## src/rtl/mac_sequencer.sv

```systemverilog
// Operand buffer and sequencer for the 2-bit MAC: streams buffered pairs into the MAC on start,
// then captures the accumulated dot product and presents it on a valid/ready result port.
module mac_sequencer #(
  parameter int DEPTH  = 16,
  parameter int ADDR_W = $clog2(DEPTH)
) (
  input  logic              i_clk,
  input  logic              i_reset,
  input  logic              i_wr_en,
  input  logic [ADDR_W-1:0] i_wr_addr,
  input  logic [1:0]        i_wr_a,
  input  logic [1:0]        i_wr_b,
  input  logic [ADDR_W:0]   i_len,
  input  logic              i_start,
  output logic              o_busy,
  output logic [1:0]        o_mac_a,
  output logic [1:0]        o_mac_b,
  output logic              o_mac_en,
  output logic              o_mac_clr,
  input  logic [7:0]        i_mac_out,
  output logic [7:0]        o_result,
  output logic              o_result_valid,
  input  logic              i_result_ready
);

  // state   | meaning
  // IDLE    | accepting buffer writes and start
  // CLEAR   | one-cycle MAC accumulator clear
  // RUN     | one operand pair per cycle, eff_len cycles
  // CAPTURE | MAC holds final sum; latch it into result
  // DONE    | result offered until the valid/ready handshake
  typedef enum logic [2:0] {
    S_IDLE,
    S_CLEAR,
    S_RUN,
    S_CAPTURE,
    S_DONE
  } state_t;

  state_t r_state, w_state_nxt;

  logic [3:0]        r_buf [DEPTH];
  logic [ADDR_W:0]   r_left, w_left_nxt, w_len_clamped;
  logic [ADDR_W-1:0] r_idx, w_idx_nxt;
  logic [3:0]        w_rd;
  logic              w_wr_in_range;

  logic              r_busy, r_mac_en, r_mac_clr, r_result_valid;
  logic [1:0]        r_mac_a, r_mac_b;
  logic [7:0]        r_result;

  generate
    if ((1 << ADDR_W) == DEPTH) begin : g_pow2
      assign w_wr_in_range = 1'b1;
    end else begin : g_npow2
      assign w_wr_in_range = (32'(i_wr_addr) < DEPTH);
    end
  endgenerate

  assign w_len_clamped = (i_len > (ADDR_W+1)'(DEPTH)) ? (ADDR_W+1)'(DEPTH) : i_len;

  // r_left counts the RUN cycles still owed, including the current one
  always_comb begin
    w_state_nxt = r_state;
    w_left_nxt  = r_left;
    w_idx_nxt   = r_idx;
    case (r_state)
      S_IDLE: begin
        if (i_start) begin
          w_state_nxt = S_CLEAR;
          w_left_nxt  = w_len_clamped;
        end
      end
      S_CLEAR: begin
        w_idx_nxt   = '0;
        w_state_nxt = (r_left != '0) ? S_RUN : S_CAPTURE;
      end
      S_RUN: begin
        w_left_nxt = r_left - 1'b1;
        w_idx_nxt  = r_idx + 1'b1;
        if (r_left == (ADDR_W+1)'(1)) w_state_nxt = S_CAPTURE;
      end
      S_CAPTURE: w_state_nxt = S_DONE;
      S_DONE: begin
        if (i_result_ready) w_state_nxt = S_IDLE;
      end
      default: w_state_nxt = S_IDLE;
    endcase
  end

  // Operands are fetched for the next state so the MAC outputs can be registered
  assign w_rd = (w_state_nxt == S_RUN) ? r_buf[w_idx_nxt] : 4'd0;

  always_ff @(posedge i_clk) begin
    if (r_state == S_IDLE && i_wr_en && w_wr_in_range)
      r_buf[i_wr_addr] <= {i_wr_a, i_wr_b};
  end

  always_ff @(posedge i_clk or negedge i_reset) begin
    if (!i_reset) begin
      r_state        <= S_IDLE;
      r_left         <= '0;
      r_idx          <= '0;
      r_busy         <= 1'b0;
      r_mac_en       <= 1'b0;
      r_mac_clr      <= 1'b0;
      r_mac_a        <= 2'd0;
      r_mac_b        <= 2'd0;
      r_result       <= 8'd0;
      r_result_valid <= 1'b0;
    end else begin
      r_state        <= w_state_nxt;
      r_left         <= w_left_nxt;
      r_idx          <= w_idx_nxt;
      r_busy         <= (w_state_nxt != S_IDLE);
      r_mac_en       <= (w_state_nxt == S_RUN);
      r_mac_clr      <= (w_state_nxt == S_CLEAR);
      r_mac_a        <= w_rd[3:2];
      r_mac_b        <= w_rd[1:0];
      r_result_valid <= (w_state_nxt == S_DONE);
      if (r_state == S_CAPTURE) r_result <= i_mac_out;
    end
  end

  assign o_busy         = r_busy;
  assign o_mac_a        = r_mac_a;
  assign o_mac_b        = r_mac_b;
  assign o_mac_en       = r_mac_en;
  assign o_mac_clr      = r_mac_clr;
  assign o_result       = r_result;
  assign o_result_valid = r_result_valid;

endmodule
```

## config.mk

```make
export PLATFORM = sky130hd
export DESIGN_NAME = mac_sequencer
export DESIGN_NICKNAME = d
export VERILOG_FILES = /design/src/rtl/mac_sequencer.sv
export SDC_FILE = /design/constraint.sdc
export NUM_CORES = 1
export LEC_CHECK = 0
export CAP_MARGIN = 20
export CELL_PAD_IN_SITES_DETAIL_PLACEMENT = 1
export CELL_PAD_IN_SITES_GLOBAL_PLACEMENT = 1
export CORE_MARGIN = 2
export CORE_UTILIZATION = 36
export CTS_CLUSTER_DIAMETER = 50
export DETAILED_ROUTE_END_ITERATION = 16
export PLACE_DENSITY = 0.66
export SLEW_MARGIN = 30
export SYNTH_ARGS = -nofsm -noshare
export SYNTH_HDL_FRONTEND = slang
export SYNTH_SLANG_ARGS = --single-unit
```

## constraint.sdc

```tcl
create_clock -name i_clk -period 2.1 [get_ports i_clk]
set_clock_uncertainty 0.05 [all_clocks]
set_input_delay 0.525 -clock i_clk [delete_from_list [all_inputs] [get_ports i_clk]]
set_output_delay 0.525 -clock i_clk [all_outputs]
set_load 0.1 [all_outputs]
```

==> out/qor.csv, run 1 <==
stage;metric;value;unit
status;run_status;complete, but fails checks;
status;violations;negative setup slack;
logic_synthesis;synth_commonest_cells;64 x edfxtp_1, 28 x dfrtp_1, 25 x mux2_2, 24 x nor2_1, 23 x nand2_1;
floorplanning;initial_core_util;36.7;%
finish;drive_gt1_share;39.6;%
timing;worstMarginPinSlew;0.697;ns
grt;grt_pass1_vias;3637;
finish;syn2layout_area_growth;38.0;%
floorplanning;core;12000;um2
timing;hold_viol;0;
power;power.leakage;2.31;nW
grt;grt.overflow.total;0;
placed_design;io_buffer_count;41;
logic_synthesis;synth-seq-cells;92;
logic_synthesis;synth_area_leaders;edfxtp_1 44%, dfrtp_1 16%, mux2_2 6.4%;
clock_network;holdBufCountCts;0;
timing;setup_tns;-0.145;ns
floorplanning;die_w;114;um
grt;grtUsageTotal;20.6;%
routing;avgRoutedWirePerCell;21.0;um
finish;diodes;0;
routing;remaining_drc_errors;0;
placed_design;hpwl;8740;um
power;finalPower;10.4;mW
placed_design;gp_congestion;0.830;
setup_path;worst-path-max-fanout;10;
setup_path;required;2.28;ns
placed_design;place_inst;581;
routing;drtAntennaViolNets;0;
timing;grt_setup_unrepaired;true;
routing;routed_wl;13000;um
logic_synthesis;yosysWarningCount;0;
clock_network;clock-sinks;92;
logic_synthesis;syn_nets;378;
clock_network;cts_buffer_depth;2;
power;p_per_area;1720;nW/um2
setup_path;path_class;reg -> reg;
timing;maxSlewViolCount;0;
floorplanning;die_area;13100;um2
timing;fin_ws;-0.0613;ns
clock_network;cts_buffers;9;
routing;vias_per_cell;5.60;
finish;nets;495;
timing;fin_crit_sh;103;%
timing;relSlewSlack;53.4;%
clock_network;cts_max_level;3;
grt;grt_max_degree;29;
routing;highest_layer;met4;
logic_synthesis;synth_top_area_share;43.8;%
logic_synthesis;ys.flop_type;edfxtp_1;
setup_path;critPathLaunchType;register;
routing;routed-wl-met2;6530;um
power;vdd_drop_max;0.000483;V
placed_design;dp_slack;-0.297;ns
logic_synthesis;syn_area;4380;um2
logic_synthesis;async_reset_ff_share;30.4;%
logic_synthesis;yosysSeqAreaShare;59.8;%
logic_synthesis;yosysMostFrequentCell;edfxtp_1;
logic_synthesis;synth.largest_area_cell;edfxtp_1;
finish;stdcell_count;617;
logic_synthesis;synth.distinct_cells;50;
floorplanning;ios;42;
routing;drt_first_pass_iters;5;
logic_synthesis;synth_edf_count;64;
clock_network;cts_tree;yes;
logic_synthesis;netlist_instances;348;
routing;drt_iter0_drc;207;
setup_path;crit_arrival;2.34;ns
floorplanning;placementRows;40;
hold_path;worstHoldPathType;reg -> reg;
timing;fmax;0.463;GHz
timing;finalSetupViolations;4;
routing;route.met3.wl;649;um
routing;m1WireLength;5580;um
logic_synthesis;syn_avg_cell_area;12.6;um2
clock_network;clk_latency;0.35;ns
clock_network;cts-root-buf;clkbuf_16;
clock_network;clkSlewWorstSetupHoldPaths;0.06;ns
grt;antenna_found_initial;0;
timing;period_needed;2.16;ns
grt;grt_pass1_wl;20000;um
setup_path;crit_path_end_kind;register;
routing;vias;3453;
floorplanning;die_h;114;um
flow_run;maxCapViolCount;0;
final timing paths:
path / slack [ns] / startpoint / to / cells past startpoint
max in group asynchronous: 1.19 / i_reset / r_state[1] / 2
worst max register to register: -0.06 / r_state[0] / o_mac_a[0] / 9
worst min register to register: 0.46 / o_result[2] / o_result[2] / 1
worst max-delay path: -0.06 / r_state[0] / o_mac_a[0] / 9
worst min-delay path: 0.46 / o_result[2] / o_result[2] / 1
min in group asynchronous: 0.51 / i_reset / r_left[2] / 2
cell families after synthesis:
family	synth area share [%]
AND/OR/NAND/NOR	9.36
XOR/XNOR	0.400
multiplexers	10.2
flip-flops	59.8
AO/OA/AOI/OAI	15.3
adder cells (fa/ha/maj)	1.14
buffers and inverters	3.74
area by class of cell:
class	instances	area, um2
clock buffer	9	225
clock inverter	7	66.3
fill	1253	5910
inverter	9	46.3
multi-input combinational	227	1830
sequential	92	2630
tap	147	184
timing repair buffer	125	1060
timing repair inverter	1	8.76
where the power goes:
| group | switching [mW] | internal [mW] |
|---|---|---|
| Clock | 0.701 | 0.916 |
| Sequential | 0.195 | 2.24 |
| Combinational | 3.73 | 2.60 |
| Total | 4.63 | 5.76 |
critical path, stage by stage, from the launching register on:
cell and delay (ns):
dfrtp_2 0.45, buf_8 0.17, a21o_1 0.19, nand2_4 0.10
nand3_4 0.11, buf_8 0.16, buf_4 0.14, a221oi_2 0.27
o311ai_2 0.15, o221a_1 0.23
cell usage in the layout, fill, tap and decap left out, drive strengths merged, types with 9 or more instances in the layout:
| cell type | count |
|---|---|
| mux2i | 14 |
| nor3 | 9 |
| a21oi | 20 |
| dfrtp | 28 |
| clkdlybuf4s50 | 25 |
| inv | 9 |
| mux2 | 27 |
| nor2 | 24 |
| edfxtp | 64 |
| a221oi | 12 |
| clkbuf | 9 |
| buf | 100 |
| o21ai | 21 |
| nand2 | 23 |
sequential cells by signal, indices dropped and copies added, names as in the netlist:
| register | flops |
|---|---|
| o_result | 8 |
| r_left | 5 |
| o_result_valid | 1 |
| o_mac_a | 2 |
| o_mac_clr | 1 |
| o_mac_b | 2 |
| o_busy | 1 |
| r_idx | 4 |
| r_state | 3 |
| o_mac_en | 1 |
| r_buf | 64 |
what timing repair did:
action | in CTS | in global routing
setup endpoints to repair | 16 | 56
gates cloned | 2 | 1
pin swaps | 7 | 20
gates resized for setup | 30 | 39
setup buffers | 12 | 5
per-layer routing:
layer / up-vias / track usage (%)
li1: 1594 / -
met5: - / 0
met3: 15 / 4.61
met2: 97 / 35.0
met4: 0 / 7.48
met1: 1747 / 25.8
stage by stage:
stage          utilization [%]  hold slack [ns]  cell area (um2)
2_1_floorplan                -            0.179             4410
3_3_place_gp              44.6            0.438             5330
3_5_place_dp              44.6            0.447             5330
4_1_cts                   48.8            0.461             5830
5_1_grt                   50.6            0.473             6050
6_report                  50.6            0.459             6050
Power figures use the tool's default switching activity.
==> run 2, diff against run 1 <==
CORE_UTILIZATION = 25   (was 36)
PLACE_DENSITY = 0.5   (was 0.66)
==> run 2 against run 1 <==
Net effect: the flow still finishes with violations (negative setup slack); first-iteration DRC count is 3.4% lower; non-clock buffer count is 5 lower; global-route usage is 6.4 points lower; combinational power is 0.6% lower; worst hold slack worse by 0.0090 ns; register-to-register slack worse by 0.05 ns; core utilization is 15 points lower; maximum frequency is 2.4% lower; setup slack worse by 0.054 ns; critical path depth is 1 lower; largest cell class unchanged.
==> out/qor.csv, run 2 (synthesis gave the netlist of run 1 again) <==
stage;metric;value;unit;change
status;run_status;complete, but fails checks;;
status;violations;negative setup slack;;
setup_path;crit_arrival;2.40;ns;+0.06 ns
timing;relSlewSlack;55.4;%;+2.1 points
timing;hold_viol;0;;unchanged
setup_path;crit_chain;ha_2 -> nor4b_4 -> o21ai_1 -> and2_4 -> clkinv_8 -> a2111oi_2 -> o41ai_4 -> o221a_1;;
finish;diodes;0;;unchanged
clock_network;clk_latency;0.35;ns;about the same
setup_path;slowest_stage;a2111oi_2;;
power;clkPwrFrac;16.5;%;+0.9 points
grt;grtUsageTotal;14.1;%;-6.4 points
power;power.leakage;2.30;nW;-0.66%
clock_network;cts-root-buf;clkbuf_16;;
clock_network;holdBufCountCts;0;;unchanged
power;combPwrFrac;60.2;%;-0.8 points
finish;syn2layout_area_growth;41.1;%;
timing;worstMarginPinSlew;0.666;ns;-0.0307 ns
routing;remaining_drc_errors;0;;unchanged
floorplanning;initial_core_util;25.4;%;-11 points
timing;maxSlewViolCount;0;;unchanged
power;pwr-share-seq;23.3;%;about the same
placed_design;gp_congestion;0.758;;-8.8%
power;p_sw_share;43.8;%;-0.82 points
power;internal-power;5.89;mW;+2.3%
finish;nets;490;;-1.0%
setup_path;reg2reg_depth;8;;-1
power;finalPower;10.5;mW;+0.83%
clock_network;cts_buffers;9;;unchanged
grt;grt_max_degree;29;;unchanged
hold_path;worstHoldPathType;reg -> reg;;
power;p_per_area;1690;nW/um2;-1.4%
finish;final_common_cell;buf_4;;
finish;drive_gt1_share;38.7;%;-0.86 points
clock_network;clock-sinks;92;;unchanged
routing;routed_wl;13000;um;+0.52%
timing;setup_tns;-0.122;ns;+0.0227 ns
routing;drt_first_pass_iters;4;;-1
finish;largest-register;r_buf;;
timing;fin_ws;-0.115;ns;-0.0536 ns
setup_path;worst-path-max-fanout;8;;-2
finish;stdcell_count;690;;+12%
floorplanning;die_w;136;um;+19%
routing;drt_iter0_drc;200;;-3.4%
setup_path;r2r_end;o_mac_a[0];;
clock_network;cts_max_level;3;;unchanged
clock_network;clkSlewWorstSetupHoldPaths;0.06;ns;about the same
setup_path;endpoint;o_mac_a[0];;
power;vdd_drop_max;0.00106;V;+120%
timing;fin_crit_sh;105;%;+2.6 points
routing;vias;3354;;-2.9%
setup_path;crit_path_max_incr_delay;0.50;ns;+0.05 ns
setup_path;reg2reg_setup_slack;-0.11;ns;-0.05 ns
routing;avgRoutedWirePerCell;18.9;um;-10%
clock_network;cts_buffer_depth;2;;unchanged
routing;drtAntennaViolNets;0;;unchanged
timing;grt_setup_unrepaired;true;;
floorplanning;ios;42;;unchanged
finish;layout_common_cells;80 x buf_4, 64 x edfxtp_1, 25 x mux2_2, 25 x clkdlybuf4s50_1, 25 x dfrtp_1;;
grt;antenna_found_initial;0;;unchanged
setup_path;crit_path_end_kind;register;;
timing;finalSetupViolations;2;;-2
clock_network;cts_tree;yes;;
placed_design;io_buffer_count;41;;unchanged
floorplanning;placementRows;48;;+20%
routing;vias_per_cell;4.86;;-13%
placed_design;place_inst;661;;+14%
timing;period_needed;2.21;ns;+0.0536 ns
timing;fmax;0.451;GHz;-2.4%
floorplanning;die_area;18600;um2;+42%
floorplanning;core;17200;um2;+44%
floorplanning;die_h;136;um;+19%
setup_path;required;2.29;ns;about the same
grt;grt_pass1_vias;3470;;-4.6%
placed_design;hpwl;9130;um;+4.5%
power;power_switching;4.58;mW;-1.0%
grt;grt_pass1_wl;19500;um;-2.3%
setup_path;critPathLaunchType;register;;
grt;grt.overflow.total;0;;unchanged
setup_path;r2r-start;r_idx[1];;
setup_path;cp-startpoint;r_idx[1];;
finish;largest_reg_flops;64;;unchanged
flow_run;maxCapViolCount;0;;unchanged
setup_path;path_class;reg -> reg;;
## run 2: power by group through the flow
stage          clock network [mW]  registers [mW]  logic [mW]
6_report                     1.73            2.44        6.30
5_1_grt                      1.85            2.48        6.78
4_1_cts                      1.78            2.44        5.77
3_5_place_dp                    0            2.47        5.48
3_3_place_gp                    0            2.46        5.43
2_1_floorplan                   0            3.37        2.58
## run 2: metal layers
metal  share of wire, %  vias up  routed length (um)  GRT usage, %
met5                  0        -                   0             0
met3                4.6       11                 602          2.98
met2                 48       76                6200          23.9
met4                1.1        0                 142          3.82
li1                   -     1587                   -             -
met1                 47     1680                6080          18.4
## run 2: worst min-delay path by stage
stage                            from          end  slack [ns]  depth (start not counted)
after floorplan               i_reset       o_busy        0.18                          0
after global placement      r_left[3]    r_left[3]        0.44                          1
after detailed placement    r_left[3]    r_left[3]        0.44                          1
after CTS                   r_left[3]    r_left[3]        0.45                          1
after global routing      o_result[1]  o_result[1]        0.46                          1
final                       r_left[3]    r_left[3]        0.45                          1
## run 2: cell type report
| type | instances | area, um2 |
|---|---|---|
| tap | 225 | 282 |
| timing repair buffer | 120 | 1050 |
| fill | 1831 | 11100 |
| clock inverter | 6 | 87.6 |
| multi-input combinational | 227 | 1850 |
| sequential | 92 | 2630 |
| inverter | 9 | 46.3 |
| timing repair inverter | 1 | 8.76 |
| clock buffer | 10 | 229 |
## run 2: critical path, delay by kind of cell (launching register included)
family	cells	cell delay (ns)
buffers and inverters	1	0.09
and+or+nand+nor	2	0.35
adders and majority gates	1	0.19
DFF	1	0.39
AOI/OAI and AO/OA	4	1.03
## run 2: timing repair
action	4_1_cts	5_1_grt
pin swaps	8	19
cloned	1	2
gates resized for setup	27	42
setup endpoints to repair	14	40
setup buffers	3	7
## run 2: through the flow
| stage | cell area (um2) | utilization (%) | hold slack (ns) | worst slack (ns) |
|---|---|---|---|---|
| 2_1_floorplan | 4410 | - | 0.179 | 0.0103 |
| 3_3_place_gp | 5480 | 31.8 | 0.437 | -0.181 |
| 3_5_place_dp | 5480 | 31.8 | 0.440 | -0.253 |
| 4_1_cts | 5920 | 34.4 | 0.452 | -0.0851 |
| 5_1_grt | 6190 | 35.9 | 0.464 | -0.201 |
| 6_report | 6190 | 35.9 | 0.450 | -0.115 |
